File: config.mk
export PLATFORM = sky130hd
export DESIGN_NAME = pe_d_gen
export DESIGN_NICKNAME = d
export VERILOG_FILES = /design/src/rtl/pe_pkg.sv /design/src/rtl/pe_round_sat.sv /design/src/rtl/pe_d_gen.sv
export SDC_FILE = /design/constraint.sdc
export NUM_CORES = 1
export LEC_CHECK = 0
export CAP_MARGIN = 0
export CELL_PAD_IN_SITES_DETAIL_PLACEMENT = 1
export CELL_PAD_IN_SITES_GLOBAL_PLACEMENT = 1
export CORE_MARGIN = 5
export CORE_UTILIZATION = 48
export CTS_BUF_LIST = sky130_fd_sc_hd__clkbuf_8
export DETAILED_ROUTE_END_ITERATION = 10
export PLACE_DENSITY_LB_ADDON = 0.1
export SKIP_LAST_GASP = 1
export SYNTH_ARGS = -nofsm -noshare
export SYNTH_HDL_FRONTEND = slang
export SYNTH_SLANG_ARGS = --single-unit
File: constraint.sdc
create_clock -name clk -period 12.1 [get_ports clk]
set_clock_uncertainty 0.05 [all_clocks]
set_input_delay 2.42 -clock clk [delete_from_list [all_inputs] [get_ports clk]]
set_output_delay 2.42 -clock clk [all_outputs]
set_load 0.02 [all_outputs]
File: src/rtl/pe_pkg.sv
// Shared definitions for the processing-element datapath: default widths and
// the controller state encoding.
package pe_pkg;

  localparam int unsigned PeDw   = 16;
  localparam int unsigned PeAw   = 40;
  localparam int unsigned PeFrac = 8;
  localparam int unsigned PeKw   = 10;

  typedef enum logic [1:0] {
    StIdle  = 2'd0,
    StAccum = 2'd1,
    StDone  = 2'd2
  } pe_state_e;

endpackage

File: src/rtl/pe_round_sat.sv
// Rounds a signed accumulator to nearest by dropping FRAC fraction bits, then
// saturates the result to a DW-bit signed value.
module pe_round_sat import pe_pkg::*; #(
  parameter int unsigned AW   = PeAw,
  parameter int unsigned DW   = PeDw,
  parameter int unsigned FRAC = PeFrac
) (
  input  logic signed [AW-1:0] acc_i,
  output logic signed [DW-1:0] res_o
);

  localparam int unsigned       RndSh  = (FRAC > 0) ? FRAC - 1 : 0;
  localparam logic signed [AW:0] RndAdd = (FRAC > 0) ? ((AW + 1)'(1) << RndSh) : '0;

  logic signed [AW:0] rnd;
  logic signed [AW:0] shf;
  logic               fits;

  always_comb begin
    // One guard bit keeps the rounding add from overflowing.
    rnd  = $signed({acc_i[AW-1], acc_i}) + RndAdd;
    shf  = rnd >>> FRAC;
    fits = (&shf[AW:DW-1]) | (~|shf[AW:DW-1]);
    if (fits) begin
      res_o = shf[DW-1:0];
    end else if (shf[AW]) begin
      res_o = {1'b1, {(DW-1){1'b0}}};
    end else begin
      res_o = {1'b0, {(DW-1){1'b1}}};
    end
  end

endmodule

File: src/rtl/pe_d_gen.sv
// Systolic processing element: forwards weight/ifmap, accumulates k_len MACs
// with saturation and injects its rounded result into the output chain.
module pe_d_gen import pe_pkg::*; #(
  parameter int unsigned DW   = PeDw,
  parameter int unsigned AW   = PeAw,
  parameter int unsigned FRAC = PeFrac,
  parameter int unsigned KW   = PeKw
) (
  input  logic                 clk,
  input  logic                 rst,
  input  logic                 en_in,
  input  logic                 en_psum,
  input  logic                 start,
  input  logic [KW-1:0]        k_len,
  input  logic signed [DW-1:0] weight_in,
  input  logic signed [DW-1:0] ifmap_in_nbr,
  input  logic signed [DW-1:0] ifmap_in_bram,
  input  logic                 ifmap_sel_ctrl,
  input  logic signed [DW-1:0] output_in,
  input  logic                 output_in_valid,
  input  logic                 output_eject_ctrl,
  output logic signed [DW-1:0] weight_out,
  output logic signed [DW-1:0] ifmap_out,
  output logic signed [DW-1:0] output_out,
  output logic                 output_out_valid,
  output logic                 busy,
  output logic                 done
);

  pe_state_e            state_q, state_d;
  logic signed [AW-1:0] acc_q, acc_d;
  logic [KW-1:0]        cnt_q, cnt_d;
  logic signed [DW-1:0] weight_q, weight_d;
  logic signed [DW-1:0] ifmap_q, ifmap_d;
  logic signed [DW-1:0] out_q, out_d;
  logic                 out_valid_q, out_valid_d;

  logic signed [DW-1:0]   ifmap_sel;
  logic signed [DW-1:0]   result;
  logic signed [2*DW-1:0] prod;
  logic signed [AW:0]     sum;
  logic                   mac;

  assign ifmap_sel = ifmap_sel_ctrl ? ifmap_in_bram : ifmap_in_nbr;
  assign prod      = weight_in * ifmap_sel;
  assign sum       = $signed({acc_q[AW-1], acc_q}) + (AW + 1)'(prod);
  assign mac       = en_in & en_psum;

  pe_round_sat #(
    .AW   (AW),
    .DW   (DW),
    .FRAC (FRAC)
  ) u_round_sat (
    .acc_i (acc_q),
    .res_o (result)
  );

  always_comb begin
    state_d     = state_q;
    acc_d       = acc_q;
    cnt_d       = cnt_q;
    weight_d    = weight_q;
    ifmap_d     = ifmap_q;
    out_d       = out_q;
    out_valid_d = 1'b0;

    if (en_in) begin
      weight_d = weight_in;
      ifmap_d  = ifmap_sel;
    end

    unique case (state_q)
      StIdle: begin
        if (start) begin
          acc_d   = '0;
          cnt_d   = k_len;
          state_d = (k_len == '0) ? StDone : StAccum;
        end
      end
      StAccum: begin
        if (mac) begin
          // Guard bit disagreeing with the sign bit means the AW-bit sum overflowed.
          if (sum[AW] != sum[AW-1]) begin
            acc_d = sum[AW] ? {1'b1, {(AW-1){1'b0}}} : {1'b0, {(AW-1){1'b1}}};
          end else begin
            acc_d = sum[AW-1:0];
          end
          cnt_d = cnt_q - 1'b1;
          if (cnt_q == KW'(1)) begin
            state_d = StDone;
          end
        end
      end
      StDone: begin
        if (output_eject_ctrl) begin
          state_d = StIdle;
        end
      end
      default: state_d = StIdle;
    endcase

    if (output_eject_ctrl) begin
      if (state_q == StDone) begin
        out_d       = result;
        out_valid_d = 1'b1;
      end else begin
        out_d       = output_in;
        out_valid_d = output_in_valid;
      end
    end
  end

  always_ff @(posedge clk) begin
    if (!rst) begin
      state_q     <= StIdle;
      acc_q       <= '0;
      cnt_q       <= '0;
      weight_q    <= '0;
      ifmap_q     <= '0;
      out_q       <= '0;
      out_valid_q <= 1'b0;
    end else begin
      state_q     <= state_d;
      acc_q       <= acc_d;
      cnt_q       <= cnt_d;
      weight_q    <= weight_d;
      ifmap_q     <= ifmap_d;
      out_q       <= out_d;
      out_valid_q <= out_valid_d;
    end
  end

  assign weight_out       = weight_q;
  assign ifmap_out        = ifmap_q;
  assign output_out       = out_q;
  assign output_out_valid = out_valid_q;
  assign busy             = (state_q == StAccum);
  assign done             = (state_q == StDone);

endmodule

After elaboration in Yosys (flattened, before gate mapping)

Cells that the tools add are included.

Register bits: 101
Input port bits: 82
Logic and storage cells: 49
Output and inout port bits: 51

Reductions and logical operators: 9
Multipliers: 1
Bitwise logic cells: 2
Add/sub/neg operators: 3
Multiplexer cells: 19
Equal/unequal tests: 8

Operators with widths:

| kind                                                                    | count |
|---|---|
| 40-bit two-way mux                                                      | 4 |
| 40-bit one-hot mux with 2 select lines                                  | 1 |
| 16-bit two-way mux                                                      | 4 |
| 40-bit by 32-bit adder with 41-bit output                               | 1 |
| 40-bit by 9-bit adder with 41-bit output, second input constant         | 1 |
| 16-bit by 16-bit multiplier with 32-bit output                          | 1 |
| 10-bit two-way mux                                                      | 2 |
| 10-bit one-hot mux with 2 select lines                                  | 1 |
| 18-bit AND reduction                                                    | 1 |
| 18-bit OR reduction                                                     | 1 |
| 10-bit by 1-bit equality test with 1-bit output, second input constant  | 1 |
| 10-bit logical NOT                                                      | 1 |
| 2-bit two-way mux                                                       | 5 |
| 10-bit by 1-bit subtractor with 10-bit output, second input constant    | 1 |
| 2-bit one-hot mux with 3 select lines                                   | 1 |
| 2-bit by 1-bit inequality test with 1-bit output, second input constant | 2 |
| 2-bit inequality test, second input constant                            | 2 |
| 4-bit AND reduction                                                     | 1 |
| 3-bit AND reduction                                                     | 1 |
| 2-bit by 1-bit equality test with 1-bit output, second input constant   | 1 |
| 2-bit equality test, second input constant                              | 1 |
| 2-bit logical NOT                                                       | 1 |
| 2-bit AND reduction                                                     | 1 |
| 2-bit nonzero test                                                      | 1 |
| other kinds (5)                                                         | 5 |

Depth between registers and ports, before layout

Depth in word-level cells: 7
Gate-level depth with buffers: 29
Mapped depth without buffers: 24

Hierarchy

From an unflattened synthesis, not the netlist that was laid out.

Cells, all modules: 2,040
Area, all modules: 18,064.8 um^2

Modules (own cells, without submodules):

| module       | seq. area each (um^2) | times used | area an instance (um^2) | cells an instance |
|---|---|---|---|---|
| pe_d_gen     | 2,021.9               | 1          | 16,902.5                | 1,878 |
| pe_round_sat | 0.0                   | 1          | 1,162.4                 | 162 |

Worst setup path after synthesis

Ideal clock, no wire load.

Path kind: input to register
From: input ifmap_sel_ctrl
To: register acc_q[37]
Setup time: 116 ps
Buffers on the path: 5
Stages on the path: 28
Arrival time: 9,850 ps
Data required time: 11,934 ps
Setup slack: 2,085 ps
Path through: clkbuf_1 buf_1 mux2_2 clkbuf_1 nand2_1 fa_1 inv_1 fa_1 inv_1 fa_1 fa_1 inv_1 fa_1 inv_1 fa_1 inv_1 ha_1 buf_2 a2111oi_0 o21ai_0 a221oi_2 o21ai_0 o31ai_1 a21oi_1 and3_1 buf_4 a32o_1 a31o_1

Longest elaborated chain between the ends: 7
Elaborated cells on any way between the ends: 8
Classes of those cells: 1 x add/sub; 1 x mul; 1 x eq/ne; 5 x mux

RTL lines:

| what                                                        | line                           | RTL |
|---|---|---|
| start, declared                                             | pe_d_gen.sv:18                 | `input logic ifmap_sel_ctrl,` |
| 16-bit two-way mux *                                        | pe_d_gen.sv:44                 | `assign ifmap_sel = ifmap_sel_ctrl ? ifmap_in_bram : ifmap_in_nbr;` |
| 16-bit by 16-bit multiplier with 32-bit output *            | pe_d_gen.sv:45                 | `assign prod = weight_in * ifmap_sel;` |
| 40-bit by 32-bit adder with 41-bit output *                 | pe_d_gen.sv:46                 | `assign sum = $signed({acc_q[AW-1], acc_q}) + (AW + 1)'(prod);` |
| 40-bit two-way mux or 1-bit inequality test (tied branches) | pe_d_gen.sv:84, pe_d_gen.sv:83 |  |
| 40-bit two-way mux *                                        | pe_d_gen.sv:83                 | `if (sum[AW] != sum[AW-1]) begin` |
| 40-bit two-way mux *                                        | pe_d_gen.sv:81                 | `if (mac) begin` |
| 40-bit one-hot mux with 2 select lines *                    | pe_d_gen.sv:72                 | `unique case (state_q)` |
| end signal, assigned                                        | pe_d_gen.sv:116                | `acc_q <= '0;` |
| end signal, assigned                                        | pe_d_gen.sv:124                | `acc_q <= acc_d;` |
| end, declared                                               | pe_d_gen.sv:31                 | `logic signed [AW-1:0] acc_q, acc_d;` |

Mark *: on every way between the ends. The rest lies on a longest branch, timed or not. The select of a mux whose other input is x is not followed.
A chain may end at the register's enable or synchronous reset.

Final worst setup path

From: input ifmap_sel_ctrl
To: register acc_q[22]

Same word-level chain as after synthesis.

==> run summary <==
status: completed
multi-input logic area: 14000 um2
Port Buffers: 132
Die H: 204 um
ant diodes: 0
cell taking the most area after synthesis: fa_1
TritonCTS Buffers: 9
largest net degree at the start of global routing: 58
share of layout cells above drive strength 1: 3.31%
Mapped Nets: 2609
ANT nets after route: 0
Mapped Cells: 2072
sequential element share of the synthesized area: 11.2%
gpl congestion: 0.866
initial antenna violation count: 0
first-pass GRT wire length: 88.7 mm
post-synth cell types: 76
CTS Hold Buffers Added: 0
startpoint class of the critical path: input port
Fmax: 92.3 MHz
# fillers: 4390
Hold WC Path Type: register to register
commonest cells after routing, fill and taps aside: inv_1, fa_1, nand2_1
asr flop ratio synth: 0%
H-tree levels: 3
worst hold slack: 0.435 ns
largest cells by area after synthesis: fa_1, dfxtp_1, inv_1
Setup TNS Final: 0 ns
endpoint type of the worst setup path: register
DR WL/cell: 20.7 um
mapped cell area: 18100 um2
TritonCTS Sinks: 101
drt initial violations: 831
die area: 41600 um2
first drt pass iteration count: 5
setup violators final: 0
YS warnings: 0
required time worst endpoint: 12.40 ns
drt via density: 5.47
placed insts: 2638
Post-Layout Cell Count: 2654
post_cts resized: 0
measured slew at the worst slew-check pin: 1.08 ns
dpl hpwl: 45.5 mm
Core Rows: 71
Final Max Tran Viols: 0
starting density of the core: 48.3%
most common cell after layout, fill and taps aside: inv_1
maximum fanout along the worst path: 17
crit share post-route: 89.5%
IO Pins: 133
slew margin rel.: 27.7%
Clock Latency Late Sink: 0.43 ns
Post-synth EDFFs: 0
Layout area overhead: 10.5%
RSZ-0062 raised after global routing: false
vias in the first global route: 16541
Post-Syn Area per Cell: 8.71 um2
Die X: 204 um
Yosys top cell area share: 37.0%
Max-Cap Viols: 0
CTS tree: built
DRC Markers: 0
Setup Buffers After CTS: 0
Synth Register Bits: 101
min cycle time layout: 10.83 ns
Clock Pin Slew Worst Setup and Hold Paths: 0.12 ns
via count: 14523
clock buffer depth: 2
core region area: 37400 um2
Worst Setup Path Type: input port to register
GR Overflow Total: 0
ys flop type: dfxtp_1
Routed WL: 54.9 mm
Final Util: 53.4%
Root Driver: clkbuf_8
CP arrival: 11.13 ns
Final Hold Viols: 0
overall global routing resource usage: 27.0%
fin nets: 2675
register area: 2020 um2
==> cells in the mapped netlist, types with 7 or more instances <==
| cell type | count |
|---|---|
| nor2b_1 | 71 |
| inv_1 | 432 |
| and2_1 | 72 |
| a211oi_1 | 21 |
| o22ai_1 | 9 |
| buf_2 | 9 |
| nand2_1 | 242 |
| xor2_1 | 21 |
| and3_1 | 7 |
| a31oi_1 | 23 |
| nor4_1 | 8 |
| mux2i_1 | 31 |
| nand3_1 | 22 |
| nor3_1 | 40 |
| a21oi_1 | 66 |
| o211ai_1 | 12 |
| mux2_2 | 13 |
| nand2b_1 | 14 |
| clkbuf_1 | 81 |
| or3_1 | 10 |
| a21boi_0 | 10 |
| fa_1 | 334 |
| nand4_1 | 15 |
| o21ai_0 | 66 |
| a21o_1 | 24 |
| nor2_1 | 69 |
| ha_1 | 121 |
| xnor2_1 | 37 |
| dfxtp_1 | 101 |
==> worst max-delay path, stage by stage <==
cell	delay, ns
clkdlybuf4s50_1	0.71
mux2_2	0.54
nand2_1	0.22
inv_1	0.09
fa_1	0.63
fa_1	0.59
inv_1	0.09
fa_1	0.63
fa_1	0.76
inv_1	0.18
fa_1	0.51
inv_1	0.05
fa_1	0.47
inv_1	0.04
ha_1	0.39
a2111oi_0	0.47
o21ai_0	0.19
a221oi_2	0.32
mux2i_1	0.22
o31ai_1	0.09
a21oi_1	0.24
a21o_1	0.61
nand2_1	0.18
buf_4	0.25
o21ai_0	0.22
==> logic make-up (layout without fill, tap and decap cells) <==
family          Yosys count  in the layout  synth area share, %
buf+inv                 530            601                 11.2
mux                      44             44                 2.53
simple gates            600            600                 16.6
compound gates          284            284                 10.2
fa+ha+maj               455            455                 45.4
flops                   101            101                 11.2
xor+xnor                 58             58                 2.81
==> stage by stage <==
stage | setup WS, ns | cell area (um2)
2_1_floorplan | 2.08 | 18100
3_3_place_gp | 1.15 | 19800
3_5_place_dp | 0.858 | 19800
4_1_cts | 1.29 | 20000
5_1_grt | 0.822 | 20000
6_report | 1.27 | 20000
==> worst paths after layout <==
kind	start	to	slack, ns	depth (start not counted)
worst min-delay path	acc_q[2]	acc_q[2]	0.43	2
worst max register to register	acc_q[15]	acc_q[22]	5.20	20
worst min register to register	acc_q[2]	acc_q[2]	0.43	2
worst max-delay path	ifmap_sel_ctrl	acc_q[22]	1.27	25
==> layer usage <==
metal | up-vias | part of all wire [%] | wire, um | global-route usage (%)
met5 | - | 0 | 0 | 0
met4 | 0 | 3.4 | 1870 | 8.97
met3 | 87 | 3.4 | 1840 | 3.27
met2 | 309 | 51 | 28000 | 48.3
met1 | 7526 | 42 | 23100 | 34.0
li1 | 6601 | - | - | -
==> flip-flops by register name, indices dropped and copies added (netlist names) <==
name and count:
output_out_valid 1, ifmap_out 16, output_out 16, cnt_q 10, acc_q 40, weight_out 16
state_q 2
==> layout make-up <==
cell class | instances | area share, %
clock buffer | 9 | 0.621
clock inverter | 7 | 0.307
timing repair buffer | 153 | 7.36
multi-input combinational | 1441 | 70.2
sequential | 101 | 10.1
inverter | 432 | 8.13
tap | 511 | 3.20
Power is left out: the tool's default activity adds up to more than one toggle a clock period on the data nets, which glitch-free logic cannot reach.
